`src/rtl/mest_pro_decode_stage_if.sv`:
```
// Fetch-to-decode and decode-to-execute handshake bundle for mest_pro_decode_stage.
// The master side is the environment (fetch and execute); the slave side is the stage.
interface mest_pro_decode_stage_if #(
  parameter int unsigned OPCODE_W = 8,
  parameter int unsigned K_W      = 8,
  parameter int unsigned OPA_W    = 8,
  parameter int unsigned OPB_W    = 8,
  parameter int unsigned DATA_W   = 16,
  parameter int unsigned PC_W     = 16,
  parameter int unsigned CNT_W    = 16
);
  localparam int unsigned INSTR_W = OPCODE_W + K_W + OPA_W + OPB_W;

  // Fetch side
  logic               i_valid;
  logic               o_ready;
  logic [INSTR_W-1:0] i_instr;
  logic [PC_W-1:0]    i_pc;

  // Execute side
  logic                o_valid;
  logic                i_ready;
  logic [OPCODE_W-1:0] o_op_code;
  logic [DATA_W-1:0]   o_const_k;
  logic [OPA_W-1:0]    o_operand_a;
  logic [OPB_W-1:0]    o_operand_b;
  logic [PC_W-1:0]     o_pc;
  logic                o_illegal;
  logic [CNT_W-1:0]    o_decode_count;

  modport master (
    output i_valid, i_instr, i_pc, i_ready,
    input  o_ready, o_valid, o_op_code, o_const_k, o_operand_a, o_operand_b, o_pc,
           o_illegal, o_decode_count
  );

  modport slave (
    input  i_valid, i_instr, i_pc, i_ready,
    output o_ready, o_valid, o_op_code, o_const_k, o_operand_a, o_operand_b, o_pc,
           o_illegal, o_decode_count
  );
endinterface

```
`src/rtl/mest_pro_decode_stage.sv`:
```
// MESTPro instruction decode stage: decodes on the input side and stores results in a
// 2-entry skid buffer (head + skid) so full throughput survives execute backpressure.
module mest_pro_decode_stage #(
  parameter int unsigned OPCODE_W = 8,
  parameter int unsigned K_W      = 8,
  parameter int unsigned OPA_W    = 8,
  parameter int unsigned OPB_W    = 8,
  parameter int unsigned DATA_W   = 16,
  parameter bit          K_SEXT   = 1'b1,
  parameter logic [OPCODE_W-1:0] MAX_OPCODE = 'h3F,
  parameter int unsigned PC_W     = 16,
  parameter int unsigned CNT_W    = 16
) (
  input  logic i_clk,
  input  logic i_rst_n,
  input  logic i_flush,
  mest_pro_decode_stage_if.slave bus
);
  localparam int unsigned INSTR_W = OPCODE_W + K_W + OPA_W + OPB_W;

  typedef struct packed {
    logic [OPCODE_W-1:0] op_code;
    logic [DATA_W-1:0]   const_k;
    logic [OPA_W-1:0]    operand_a;
    logic [OPB_W-1:0]    operand_b;
    logic [PC_W-1:0]     pc;
    logic                illegal;
  } entry_t;

  typedef enum logic [1:0] {StEmpty, StOne, StTwo} state_e;

  state_e           state_q, state_d;
  entry_t           head_q, head_d;
  entry_t           skid_q, skid_d;
  entry_t           in_entry;
  logic [CNT_W-1:0] cnt_q, cnt_d;
  logic             accept;
  logic             take;
  logic [K_W-1:0]   k_field;
  logic [DATA_W-1:0] k_ext;

  assign k_field = bus.i_instr[OPA_W+OPB_W +: K_W];

  // Zero-width replication is illegal, so the pass-through case is split out.
  if (DATA_W == K_W) begin : g_k_pass
    assign k_ext = k_field;
  end else begin : g_k_ext
    assign k_ext = {{(DATA_W-K_W){K_SEXT & k_field[K_W-1]}}, k_field};
  end

  // Decode the incoming word so only registers sit in front of the outputs.
  always_comb begin
    in_entry           = '0;
    in_entry.op_code   = bus.i_instr[INSTR_W-1 -: OPCODE_W];
    in_entry.const_k   = k_ext;
    in_entry.operand_a = bus.i_instr[OPB_W +: OPA_W];
    in_entry.operand_b = bus.i_instr[OPB_W-1:0];
    in_entry.pc        = bus.i_pc;
    in_entry.illegal   = (bus.i_instr[INSTR_W-1 -: OPCODE_W] > MAX_OPCODE);
  end

  assign accept = bus.i_valid & bus.o_ready;
  assign take   = bus.o_valid & bus.i_ready;

  // Buffer occupancy FSM, data movement and decode counter; flush overrides everything.
  always_comb begin
    state_d = state_q;
    head_d  = head_q;
    skid_d  = skid_q;
    cnt_d   = cnt_q;
    if (i_flush) begin
      state_d = StEmpty;
    end else begin
      if (take) begin
        cnt_d = cnt_q + 1'b1;
      end
      unique case (state_q)
        StEmpty: begin
          if (accept) begin
            state_d = StOne;
            head_d  = in_entry;
          end
        end
        StOne: begin
          if (accept && take) begin
            head_d = in_entry;
          end else if (accept) begin
            state_d = StTwo;
            skid_d  = in_entry;
          end else if (take) begin
            state_d = StEmpty;
          end
        end
        StTwo: begin
          if (take) begin
            state_d = StOne;
            head_d  = skid_q;
          end
        end
        default: state_d = StEmpty;
      endcase
    end
  end

  // State, buffer and counter registers.
  always_ff @(posedge i_clk or negedge i_rst_n) begin
    if (!i_rst_n) begin
      state_q <= StEmpty;
      head_q  <= '0;
      skid_q  <= '0;
      cnt_q   <= '0;
    end else begin
      state_q <= state_d;
      head_q  <= head_d;
      skid_q  <= skid_d;
      cnt_q   <= cnt_d;
    end
  end

  assign bus.o_valid        = (state_q != StEmpty);
  assign bus.o_ready        = (state_q != StTwo);
  assign bus.o_op_code      = head_q.op_code;
  assign bus.o_const_k      = head_q.const_k;
  assign bus.o_operand_a    = head_q.operand_a;
  assign bus.o_operand_b    = head_q.operand_b;
  assign bus.o_pc           = head_q.pc;
  assign bus.o_illegal      = head_q.illegal;
  assign bus.o_decode_count = cnt_q;

endmodule

```
`src/flat_wrapper.sv`:
```
// flat-port wrapper written by rule: the top's interface ports become plain ports
module mest_pro_decode_stage_flat 
#(
  parameter int unsigned OPCODE_W = 8,
  parameter int unsigned K_W      = 8,
  parameter int unsigned OPA_W    = 8,
  parameter int unsigned OPB_W    = 8,
  parameter int unsigned DATA_W   = 16,
  parameter bit          K_SEXT   = 1'b1,
  parameter logic [OPCODE_W-1:0] MAX_OPCODE = 'h3F,
  parameter int unsigned PC_W     = 16,
  parameter int unsigned CNT_W    = 16
)
  (i_clk, i_rst_n, i_flush, bus_i_valid, bus_i_instr, bus_i_pc, bus_i_ready, bus_o_ready, bus_o_valid, bus_o_op_code, bus_o_const_k, bus_o_operand_a, bus_o_operand_b, bus_o_pc, bus_o_illegal, bus_o_decode_count);
  mest_pro_decode_stage_if #(.OPCODE_W(OPCODE_W), .K_W(K_W), .OPA_W(OPA_W), .OPB_W(OPB_W), .DATA_W(DATA_W), .PC_W(PC_W), .CNT_W(CNT_W)) bus_i ();
  input  logic i_clk;
  input  logic i_rst_n;
  input  logic i_flush;
  input wire logic [$bits(bus_i.i_valid)-1:0] bus_i_valid;
  input wire logic [$bits(bus_i.i_instr)-1:0] bus_i_instr;
  input wire logic [$bits(bus_i.i_pc)-1:0] bus_i_pc;
  input wire logic [$bits(bus_i.i_ready)-1:0] bus_i_ready;
  output wire logic [$bits(bus_i.o_ready)-1:0] bus_o_ready;
  output wire logic [$bits(bus_i.o_valid)-1:0] bus_o_valid;
  output wire logic [$bits(bus_i.o_op_code)-1:0] bus_o_op_code;
  output wire logic [$bits(bus_i.o_const_k)-1:0] bus_o_const_k;
  output wire logic [$bits(bus_i.o_operand_a)-1:0] bus_o_operand_a;
  output wire logic [$bits(bus_i.o_operand_b)-1:0] bus_o_operand_b;
  output wire logic [$bits(bus_i.o_pc)-1:0] bus_o_pc;
  output wire logic [$bits(bus_i.o_illegal)-1:0] bus_o_illegal;
  output wire logic [$bits(bus_i.o_decode_count)-1:0] bus_o_decode_count;
  assign bus_i.i_valid = bus_i_valid;
  assign bus_i.i_instr = bus_i_instr;
  assign bus_i.i_pc = bus_i_pc;
  assign bus_i.i_ready = bus_i_ready;
  assign bus_o_ready = bus_i.o_ready;
  assign bus_o_valid = bus_i.o_valid;
  assign bus_o_op_code = bus_i.o_op_code;
  assign bus_o_const_k = bus_i.o_const_k;
  assign bus_o_operand_a = bus_i.o_operand_a;
  assign bus_o_operand_b = bus_i.o_operand_b;
  assign bus_o_pc = bus_i.o_pc;
  assign bus_o_illegal = bus_i.o_illegal;
  assign bus_o_decode_count = bus_i.o_decode_count;
  mest_pro_decode_stage #(.OPCODE_W(OPCODE_W), .K_W(K_W), .OPA_W(OPA_W), .OPB_W(OPB_W), .DATA_W(DATA_W), .K_SEXT(K_SEXT), .MAX_OPCODE(MAX_OPCODE), .PC_W(PC_W), .CNT_W(CNT_W)) u_core (.i_clk(i_clk), .i_rst_n(i_rst_n), .i_flush(i_flush), .bus(bus_i));
endmodule
```
`config.mk`:
```
export PLATFORM = sky130hd
export DESIGN_NAME = mest_pro_decode_stage_flat
export DESIGN_NICKNAME = d
export VERILOG_FILES = /design/src/rtl/mest_pro_decode_stage_if.sv /design/src/rtl/mest_pro_decode_stage.sv /design/src/flat_wrapper.sv
export SDC_FILE = /design/constraint.sdc
export NUM_CORES = 1
export LEC_CHECK = 0
export CAP_MARGIN = 20
export CORE_ASPECT_RATIO = 0.75
export CORE_MARGIN = 5
export CORE_UTILIZATION = 40
export CTS_BUF_LIST = sky130_fd_sc_hd__clkbuf_8
export CTS_CLUSTER_SIZE = 25
export DETAILED_ROUTE_END_ITERATION = 16
export PLACE_DENSITY = 0.76
export SLEW_MARGIN = 20
export SYNTH_ARGS = -nofsm -noshare
export SYNTH_HDL_FRONTEND = slang
export SYNTH_SLANG_ARGS = --single-unit
```
`constraint.sdc`:
```
create_clock -name i_clk -period 1.7 [get_ports i_clk]
set_input_delay 0.17 -clock i_clk [delete_from_list [all_inputs] [get_ports i_clk]]
set_output_delay 0.17 -clock i_clk [all_outputs]
set_load 0.01 [all_outputs]
```
# Word level (Yosys, flattened, before mapping)
# Cells that the tools add are included.
word_totals:
  register_bits: 124
  in_bits: 53
  out_inout_bits: 75
  wordCells: 49
classes:
  add_sub_neg: 1
  order_cmp: 1
  n_eq_ne: 10
  n_mux: 11
  bitwise: 4
  n_reduce_logical: 8
ops:
  columns: ["operator", "n"]
  rows:
  - ["two-way mux 57 bit", 3]
  - ["case mux 57 bit (3 select lines)", 1]
  - ["adder 16 x 1 -> 16 bit (second input constant)", 1]
  - ["two-way mux 2 bit", 6]
  - ["greater-than comparator 8 x 6 -> 1 bit (second input constant)", 1]
  - ["AND reduction 4 bit", 2]
  - ["!= test 2 x 1 -> 1 bit (second input constant)", 3]
  - ["!= test 3 x 2 -> 1 bit (second input constant)", 2]
  - ["case mux 2 bit (3 select lines)", 1]
  - ["AND reduction 5 bit", 1]
  - ["!= test 4 x 2 -> 1 bit (second input constant)", 1]
  - ["!= test 3 bit (second input constant)", 1]
  - ["nonzero test 3 bit", 1]
  - ["bitwise AND 1 bit", 2]
  - ["== test 2 x 1 -> 1 bit (second input constant)", 1]
  - ["== test 2 bit (second input constant)", 1]
  - ["logical NOT 2 bit", 1]
  - ["!= test 2 bit (second input constant)", 1]
  - ["inverter 1 bit", 2]
  - ["AND reduction 2 bit", 1]
  - ["nonzero test 2 bit", 1]
  - ["logical AND 1 bit", 1]

# Depth between registers and ports, before layout
depth:
  word_depth: 7
  ltp_mapped: 7

# Least setup slack after synthesis
# No wires, ideal clock.
synth_path:
  path_kind: "register to register"
  startpoint: "register u_core.state_q[1]"
  endpoint: "register u_core.head_q (netlist bit u_core.bus.o_const_k[14])"
  t_arrival_ns: 1.464
  t_required_ns: 1.575
  path_slack_ns: 0.111
  path_stages_with_launch: 7
  path_buffers: 2
  synth_period_minus_slack_ns: 1.589
  cell_sequence: "dfrtp_1 > mux2i_1 > nor2_2 > o21bai_2 > buf_6 > buf_6 > mux2_4"
synth_between:
  elab_chain_len: 5
  word_cells_on_any_way: 14
  cone_classes: "eq/ne (6); mux (1); bitwise (2); reduce/logical (5)"
synth_lines:
  columns: ["element", "line", "text"]
  rows:
  - ["start, declared", "mest_pro_decode_stage.sv:32", "state_e state_q, state_d;"]
  - ["start signal, assigned", "mest_pro_decode_stage.sv:108", "state_q <= StEmpty;"]
  - ["start signal, assigned", "mest_pro_decode_stage.sv:113", "state_q <= state_d;"]
  - ["!= test 2 bit or nonzero test 2 bit (tied branches)", "mest_pro_decode_stage.sv:121, mest_pro_decode_stage.sv:120", null]
  - ["bitwise AND 1 bit (on tied branches)", "mest_pro_decode_stage.sv:62, mest_pro_decode_stage.sv:63", null]
  - ["logical AND 1 bit", "mest_pro_decode_stage.sv:85", "if (accept && take) begin"]
  - ["!= test 2 x 1 -> 1 bit (no line)", null, null]
  - ["AND reduction 5 bit (no line)", null, null]
  - ["end signal, assigned", "mest_pro_decode_stage.sv:109", "head_q <= '0;"]
  - ["end signal, assigned", "mest_pro_decode_stage.sv:114", "head_q <= head_d;"]
  - ["end, declared", "mest_pro_decode_stage.sv:33", "entry_t head_q, head_d;"]
# Several ways; a longest one is shown, not always the timed one.
# A chain may end at the register's enable or synchronous reset.

# Worst setup path after layout
layout_path:
  startpoint: "register u_core.state_q[1]"
  endpoint: "register u_core.head_q (netlist bit u_core.bus.o_pc[12])"
# The elaborated chain is that of the path after synthesis.

==> impl.org <==
** Outcome
- The flow ran to the end, and the final reports show no timing, DRC or antenna violations.

** Die
- I/O pins :: 128
- From bottom edge to top edge, the die measures 109 um.
- For this configuration, the core starts out at a cell density of roughly two fifths.
- The total area inside the core boundary comes to 12800 um^2.
- Number of cell rows :: 36
- Area of the die :: 15400 um^2
- Measured along the x axis, the die boundary spans 141 um.

** Pwr
- Cell-internal power :: 6.10 mW
- Tot Pwr :: 8.27 mW
- The analysis attributes to cell leakage a power of 3.28 nW.
- P_sw :: 2.16 mW
- Of the total power, the share spent switching nets is roughly a quarter.
- Power share of the clock group :: between 30% and 40%
- Power density of the placed cells :: 1150 nW/um^2
- Across the VDD grid, the largest voltage drop is approximately 0.61 mV.
- Fraction of power consumed by sequential logic :: between 40 and 50%
- Of the total power, combinational logic draws between 20% and 30%.

** Worst setup path
- The worst setup path is launched from a flop.
- Worst r2r dst :: u_core.bus.o_pc[12]$_DFFE_PN0P_
- At the worst endpoint, the arrival time is 1980 ps.
- Required time reported for the critical path endpoint :: 2000 ps
- Worst Path Max Fanout :: 12
- CP Capture Type :: flop
- Crit path kind :: reg -> reg
- The worst register-to-register path begins at u_core.state_q[1]$_DFFE_PN0P_.
- Across all register-to-register paths, the minimum setup slack is around 19 ps.
- The number of cells on the worst reg-to-reg path is 6.

** Timing
- Total setup violations reported at the end of the flow :: 0
- For the pin with the worst max-slew slack, the measured transition is around 650 ps.
- Static timing analysis puts the maximum clock frequency at 595 MHz.
- Final clock period utilization by the worst path :: 98.9%
- After layout, the minimum clock period comes to 1680 ps.
- Worst slack on hold paths :: about 350 ps
- Number of slew-limit violations in the final report :: 0
- Setup slack on the critical path of the routed design comes to 19.4 ps.
- Final Skew :: 7.66 ps
- The count of final hold-check violations is 0.
- Worst slew slack as a fraction of its limit :: between 50% and 60%
- Setup repair after global routing could not meet its margin everywhere.

** Final layout
- Most frequent standard cell in the layout excluding fill and tap cells :: sky130_fd_sc_hd__nand2_1
- Post-layout net count :: approximately 640
- Fraction of layout cells with a size suffix above 1 :: 26.7%
- Post-route non-filler standard cell count :: about 770
- Count of antenna diodes in the layout :: 0
- Core utilization of the finished layout :: 55.9%
- The library cells used most frequently in the layout, excluding fill and tap cells, are sky130_fd_sc_hd__nand2_1 (153), sky130_fd_sc_hd__clkdlybuf4s50_1 (124), sky130_fd_sc_hd__dfrtp_1 (112).
- Synth-to-layout area growth :: 38.3%

** Min path
- The worst hold path belongs to the class in -> async.

** Synthesis
- Synthesized area per cell :: 11.6 um^2
- Number of distinct standard cells referenced by the synthesized netlist :: 30
- Summing every instance area after synthesis gives between 5000 and 6000 um^2.
- Of the synthesized area, sequential elements account for 56.0%.
- Syn_nets :: 501
- Synthesis inferred 116 register bits.
- Number of instances in the synthesized netlist :: around 450
- Number of warning messages in the yosys log :: 0

** Route
- Total via count in the routed design :: 3723
- Routed wire length :: 11.9 mm
- In the routed design, unresolved DRC markers number 0.
- Remaining antenna violation count after routing :: 0
- Per-cell via count in the routed design :: about 4.9
- Routed wirelength normalized by instance count :: 15.6 um
- In this run, the number of DRC markers left after iteration 0 of detailed routing was 105.
- Count of TritonRoute iterations in the first routing pass :: 4

** Clock tree
- Number of buffers on the longest clock path :: 2
- Clock latency on the worst-skew pair :: about 410 ps
- Clk slew on worst S/H paths :: 70 ps
- CTS H-tree lvls :: 4
- The number of clock buffers added by TritonCTS is 17.
- Clock tree from TritonCTS :: built
- The clock net in this run drives a total of 116 sinks.
- Root Driver :: sky130_fd_sc_hd__clkbuf_8

** Global route
- Vias in the first global route :: 3933
- Wire length of the first global-routing pass :: 19.4 mm
- Largest net degree at the start of global routing :: 117
- The number of antenna violations at the first check in global routing is 0.
- After global routing the overflow that remains totals 0.
- Global routing used around 16% of the available tracks across all layers.

** Placement
- Input and output buffers added on the ports amount to approximately 130.
- After detailed placement, the design holds a cell count of 731.
- Worst setup timing slack at the placement stage :: -165 ps
- GPL Wtd Cong :: 0.775
- Final HPWL DP :: 7.92 mm

** Run
- Max-cap viol count :: 0
## critical path, cell delays in order, from the launching register on
cell and delay (ps):
sky130_fd_sc_hd__dfrtp_2 440, sky130_fd_sc_hd__mux2i_1 250, sky130_fd_sc_hd__nor2_2 70, sky130_fd_sc_hd__o21bai_4 140, sky130_fd_sc_hd__buf_12 150, sky130_fd_sc_hd__clkbuf_16 170, sky130_fd_sc_hd__mux2_2 340
## area by class of cell
| class | instances | area [um^2] |
|---|---|---|
| Sequential cell | 116 | 2910 |
| Timing Repair Buffer | 147 | 1550 |
| Clock buffer | 18 | 248 |
| Multi-Input combinational cell | 300 | 2100 |
| Inverter | 2 | 7.51 |
| Tap cell | 171 | 214 |
| Fill cell | 1076 | 5670 |
| Clock inverter | 13 | 144 |
## kinds of logic after synthesis
logic type | Yosys count | share of synthesized area [%]
simple gates | 180 | 14.5
flops | 116 | 56.0
mux | 99 | 22.2
buf+inv | 31 | 3.93
xor+xnor | 15 | 2.53
compound gates | 5 | 0.651
fa+ha+maj | 1 | 0.241
## metrics by stage
step           TNS [ps]  area (um^2)
2_1_floorplan         0         5180
3_3_place_gp      -8820         6680
3_5_place_dp     -10200         6680
4_1_cts               0         7090
5_1_grt            -479         7170
6_report              0         7170
## cells in the mapped netlist, drive strengths merged
master,number,area [um^2]
xnor2,12,105
or3b,1,8.76
and3,2,12.5
ha,1,12.5
a21oi,1,5.00
mux2,98,1140
inv,2,7.50
and3b,1,8.76
o21bai,1,11.3
xor2,3,26.3
o31ai,1,7.51
buf,19,159
nand4,6,37.5
nor2,6,25.0
o21ai,2,10.0
nand2b,1,6.26
nand3,3,15.0
dfrtp,116,2900
nor2b,1,6.26
nor4b,1,8.76
mux2i,1,10.0
nor4,2,25.0
clkbuf,10,37.5
and4,2,17.5
nand2,154,578
## what timing repair did
item                                   in CTS  in global routing
endpoints found under the hold margin     116                  0
resized for setup                           7                  2
buffers inserted                            0                  1
setup endpoints to repair                  18                 40
pin swaps                                   1                  1
gates cloned                                0                  3
hold buffers                                1                  0
## how the worst max path moves through the flow
stage | from | end | cells after the start
floorplan | u_core.state_q[1]$_DFFE_PN0P_ | u_core.bus.o_const_k[14]$_DFFE_PN0P_ | 6
global placement | bus_i_ready | u_core.bus.o_const_k[6]$_DFFE_PN0P_ | 6
detailed placement | bus_i_ready | u_core.bus.o_const_k[5]$_DFFE_PN0P_ | 6
CTS | u_core.state_q[1]$_DFFE_PN0P_ | u_core.bus.o_const_k[5]$_DFFE_PN0P_ | 5
global route | u_core.state_q[1]$_DFFE_PN0P_ | u_core.bus.o_pc[13]$_DFFE_PN0P_ | 6
finish | u_core.state_q[1]$_DFFE_PN0P_ | u_core.bus.o_pc[12]$_DFFE_PN0P_ | 6
## power by group through the flow
stage                     clock [mW]  combinational (mW)  sequential, mW
after floorplan                    0               0.856            3.86
after global placement             0                1.89            3.78
after detailed placement           0                1.95            3.81
after CTS                       2.61                1.96            3.77
after global routing            2.72                2.12            3.85
final                           2.53                1.96            3.77
## state kept, by name, indices dropped and copies added (netlist names)
name	cells
u_core.bus.o_decode_count	16
u_core.bus.o_const_k	8
u_core.bus.o_illegal	1
u_core.bus.o_op_code	8
u_core.state_q	2
u_core.skid_q	49
u_core.bus.o_operand_b	8
u_core.bus.o_pc	16
u_core.bus.o_operand_a	8
## metal layers
layer / vias up / wire (um) / track usage, %
li1: 1747 / - / -
met1: 1862 / 5170 / 19.5
met2: 105 / 5990 / 27.6
met3: 9 / 690 / 4.73
met4: 0 / 95 / 4.73
met5: - / 0 / 0
Note: power is estimated with default switching activity, not from simulation.
==> variant (same settings) <==
`CNT_W` is set to 16 in 3 places; all go to 12.
--- a/src/rtl/mest_pro_decode_stage_if.sv
+++ b/src/rtl/mest_pro_decode_stage_if.sv
@@ -7,7 +7,7 @@
   parameter int unsigned OPB_W    = 8,
   parameter int unsigned DATA_W   = 16,
   parameter int unsigned PC_W     = 16,
-  parameter int unsigned CNT_W    = 16
+  parameter int unsigned CNT_W    = 12
 );
   localparam int unsigned INSTR_W = OPCODE_W + K_W + OPA_W + OPB_W;
 
--- a/src/rtl/mest_pro_decode_stage.sv
+++ b/src/rtl/mest_pro_decode_stage.sv
@@ -9,7 +9,7 @@
   parameter bit          K_SEXT   = 1'b1,
   parameter logic [OPCODE_W-1:0] MAX_OPCODE = 'h3F,
   parameter int unsigned PC_W     = 16,
-  parameter int unsigned CNT_W    = 16
+  parameter int unsigned CNT_W    = 12
 ) (
   input  logic i_clk,
   input  logic i_rst_n,
--- a/src/flat_wrapper.sv
+++ b/src/flat_wrapper.sv
@@ -9,7 +9,7 @@
   parameter bit          K_SEXT   = 1'b1,
   parameter logic [OPCODE_W-1:0] MAX_OPCODE = 'h3F,
   parameter int unsigned PC_W     = 16,
-  parameter int unsigned CNT_W    = 16
+  parameter int unsigned CNT_W    = 12
 )
   (i_clk, i_rst_n, i_flush, bus_i_valid, bus_i_instr, bus_i_pc, bus_i_ready, bus_o_ready, bus_o_valid, bus_o_op_code, bus_o_const_k, bus_o_operand_a, bus_o_operand_b, bus_o_pc, bus_o_illegal, bus_o_decode_count);
   mest_pro_decode_stage_if #(.OPCODE_W(OPCODE_W), .K_W(K_W), .OPA_W(OPA_W), .OPB_W(OPB_W), .DATA_W(DATA_W), .PC_W(PC_W), .CNT_W(CNT_W)) bus_i ();
Ports: changed (resized bus_o_decode_count); port bits go from 128 to 124. No check against the original RTL was run, so the function may have changed too.
==> variant against the original RTL <==
The flow now finishes with violations (negative setup slack). Clock skew fell by 0.0030 ns. Via count decreased by 13%. Critical path depth is the same. Routed wire length grew 5.3%. Sequential share of layout area down 2.4 points. Final cell count is 15% lower. Global-route usage decreased by 0.54 points. Worst setup slack worse by 0.034 ns. Synthesized area decreased by 4.7%. Cell area increased by 2.4%. Sequential cell count decreased by 4. Power down 11%. Worst hold slack gained 0.020 ns. Critical endpoint is now u_core.bus.o_const_k[2]. Highest routed layer unchanged.
==> variant: results (changes against the original RTL) <==
Parameter                              Value

Status
  Outcome ... finished with violations
  Failing checks ... negative setup slack

Global route
  Via count of the first global-routing pass ... 3414 (-13%)
  Largest net degree at the start of global routing ... 67 (-43%)
  Global routing usage on met3 ... 4.047% (-0.68 points)
  Total global routing track utilization ... 15.44% (-0.54 points)
  Met2 Use GR ... 24.86% (-2.8 points)
  Wire length of the first global-routing pass ... 17960 µm (-7.6%)
  Grt met1 use ... 20.85% (+1.4 points)

Power
  Reported leakage power ... 3.206 nW (-2.2%)
  Worst-case vdd ir drop ... 0.6531 mV (+6.2%)

Layout
  Post-layout nets ... 540 (-15%)
  Fillcell total ... 930 (-14%)
  Fraction of final layout cells sized beyond drive strength 1 ... 42.33% (+16 points)
  Antenna Cells ... 0 (unchanged)
  Non-filler cells, final ... 655 (-15%)

Clock network
  Clk slew on worst S/H paths ... 0.09 ns (+0.02 ns)
  TritonCTS Buffers ... 9 (-8)
  Clock Path Buffers ... 2 (unchanged)
  Number of H-tree levels ... 3 (-1)

STA
  Skew final ... 0.004666 ns (-0.002996 ns)
  Final setup violation count ... 21 (+21)
  Actual transition at the worst max-transition pin ... 0.3446 ns (-0.3034 ns)
  Min setup slack post-route ... -0.01500 ns (-0.03435 ns)

Routing
  Vias after detailed routing ... 3235 (-13%)
  Final wirelength ... 12570 µm (+5.3%)
  Violation count after the first detailed-route iteration ... 110 (+4.8%)

Worst setup path
  Slowest stage cell on the critical path ... sky130_fd_sc_hd__dfrtp_2
  Reg2reg start ... u_core.state_q[0]
  Reg2reg end ... u_core.bus.o_const_k[2]
  Critical-path maximum fanout ... 6 (-6)

Place
  PortBufs ... 123 (-3.1%)
  Pre-CTS setup slack ... -0.3859 ns (-0.2205 ns)
  Half-perimeter wire length after detailed placement ... 7021 µm (-11%)
  Cell Count Post-Placement ... 617 (-16%)
  Placer congestion estimate ... 0.7473 (-3.6%)

Min path
  Tightest Hold Check Type ... input pin to asynchronous set/reset pin

Synthesis
  Number of different library cells in the post-synthesis netlist ... 24 (-20%)
  Post-synthesis average cell area ... 14.71 µm² (+27%)
  Net count after synthesis ... 390 (-22%)
  Commonest cells post-synth ... sky130_fd_sc_hd__mux2_2, sky130_fd_sc_hd__dfrtp_1, sky130_fd_sc_hd__buf_2, sky130_fd_sc_hd__buf_4, sky130_fd_sc_hd__mux2_1
  Leading post-synthesis cells by cell area ... sky130_fd_sc_hd__dfrtp_1, sky130_fd_sc_hd__mux2_2, sky130_fd_sc_hd__mux2_1
  Proportion of synthesized chip area in sequential cells ... 56.72% (+0.74 points)
-- variant: changes by cell type after synthesis, sizes merged, moves of 2 or more --
cell / before / now
nand2: 154 / 9
mux2: 98 / 146
clkbuf: 10 / 0
buf: 19 / 24
dfrtp: 116 / 112
nor2b: 1 / 4
nor3: 0 / 3
xnor2: 12 / 9
and4: 2 / 0
nand4: 6 / 4
-- variant: what timing repair did --
item / CTS / global route
endpoints found under the setup margin: 50 / 59
hold buffers: 1 / 0
cloned: 5 / 7
pin swaps: 0 / 1
resized for setup: 19 / 82
setup buffers: 4 / 7
hold endpoints to repair: 112 / 0
-- variant: logic make-up after synthesis --
logic type / count (synthesis) / share of synthesized area [%]
flip-flops: 112 / 56.72
AND/OR/NAND/NOR: 34 / 3.419
multiplexers: 146 / 33.27
AO/OA/AOI/OAI: 5 / 0.7343
adder cells (fa/ha/maj): 1 / 0.2532
buffers and inverters: 26 / 3.469
XOR/XNOR: 12 / 2.127
-- variant: final cells by class --
class	instances	area (µm²)	share of cell area, %
tap	166	207.7	2.828
multi-input combinational	198	2282	31.08
sequential	112	2805	38.20
inverter	2	7.507	0.1022
clock inverter	5	51.30	0.6986
timing repair buffer	163	1866	25.40
clock buffer	9	123.9	1.687
-- variant: worst max path at each step --
stage,endpoint,slack [ns],cells past startpoint,start
3_5_place_dp,u_core.bus.o_operand_a[6],-0.39,6,bus_i_valid
4_1_cts,u_core.bus.o_operand_a[5],-0.11,5,u_core.state_q[1]
5_1_grt,u_core.bus.o_pc[10],-0.06,7,u_core.state_q[1]
6_report,u_core.bus.o_const_k[2],-0.01,6,u_core.state_q[0]
3_3_place_gp,u_core.bus.o_pc[3],-0.33,6,bus_i_valid
2_1_floorplan,u_core.bus.o_const_k[3],0.08,6,u_core.state_q[0]
-- variant: worst max-delay path: cells and delay by family (launching register included) --
| family | cells | cell delay (ns) |
|---|---|---|
| multiplexers | 2 | 0.57 |
| AND/OR/NAND/NOR | 1 | 0.16 |
| buffers and inverters | 3 | 0.41 |
| flip-flops | 1 | 0.45 |
-- variant: per-layer routing --
metal  up-vias  wire (µm)
met1      1667       6123
met2        80       5928
met4         0         56
li1       1482          -
met3         6        462
met5         -          0
-- variant: metrics by stage --
step | TNS [ns] | instance area, µm² | hold slack [ns]
6_report | -0.1756 | 7343 | 0.3683
5_1_grt | -1.666 | 7343 | 0.3896
4_1_cts | -3.411 | 6852 | 0.3543
3_5_place_dp | -21.42 | 6434 | 0.1856
3_3_place_gp | -16.98 | 6434 | 0.1878
2_1_floorplan | 0 | 4941 | -0.1256
-- variant: power breakdown --
group / switching (mW) / internal, mW
registers: 0.419 / 3.29
clock network: 0.831 / 0.656
logic: 0.718 / 1.46
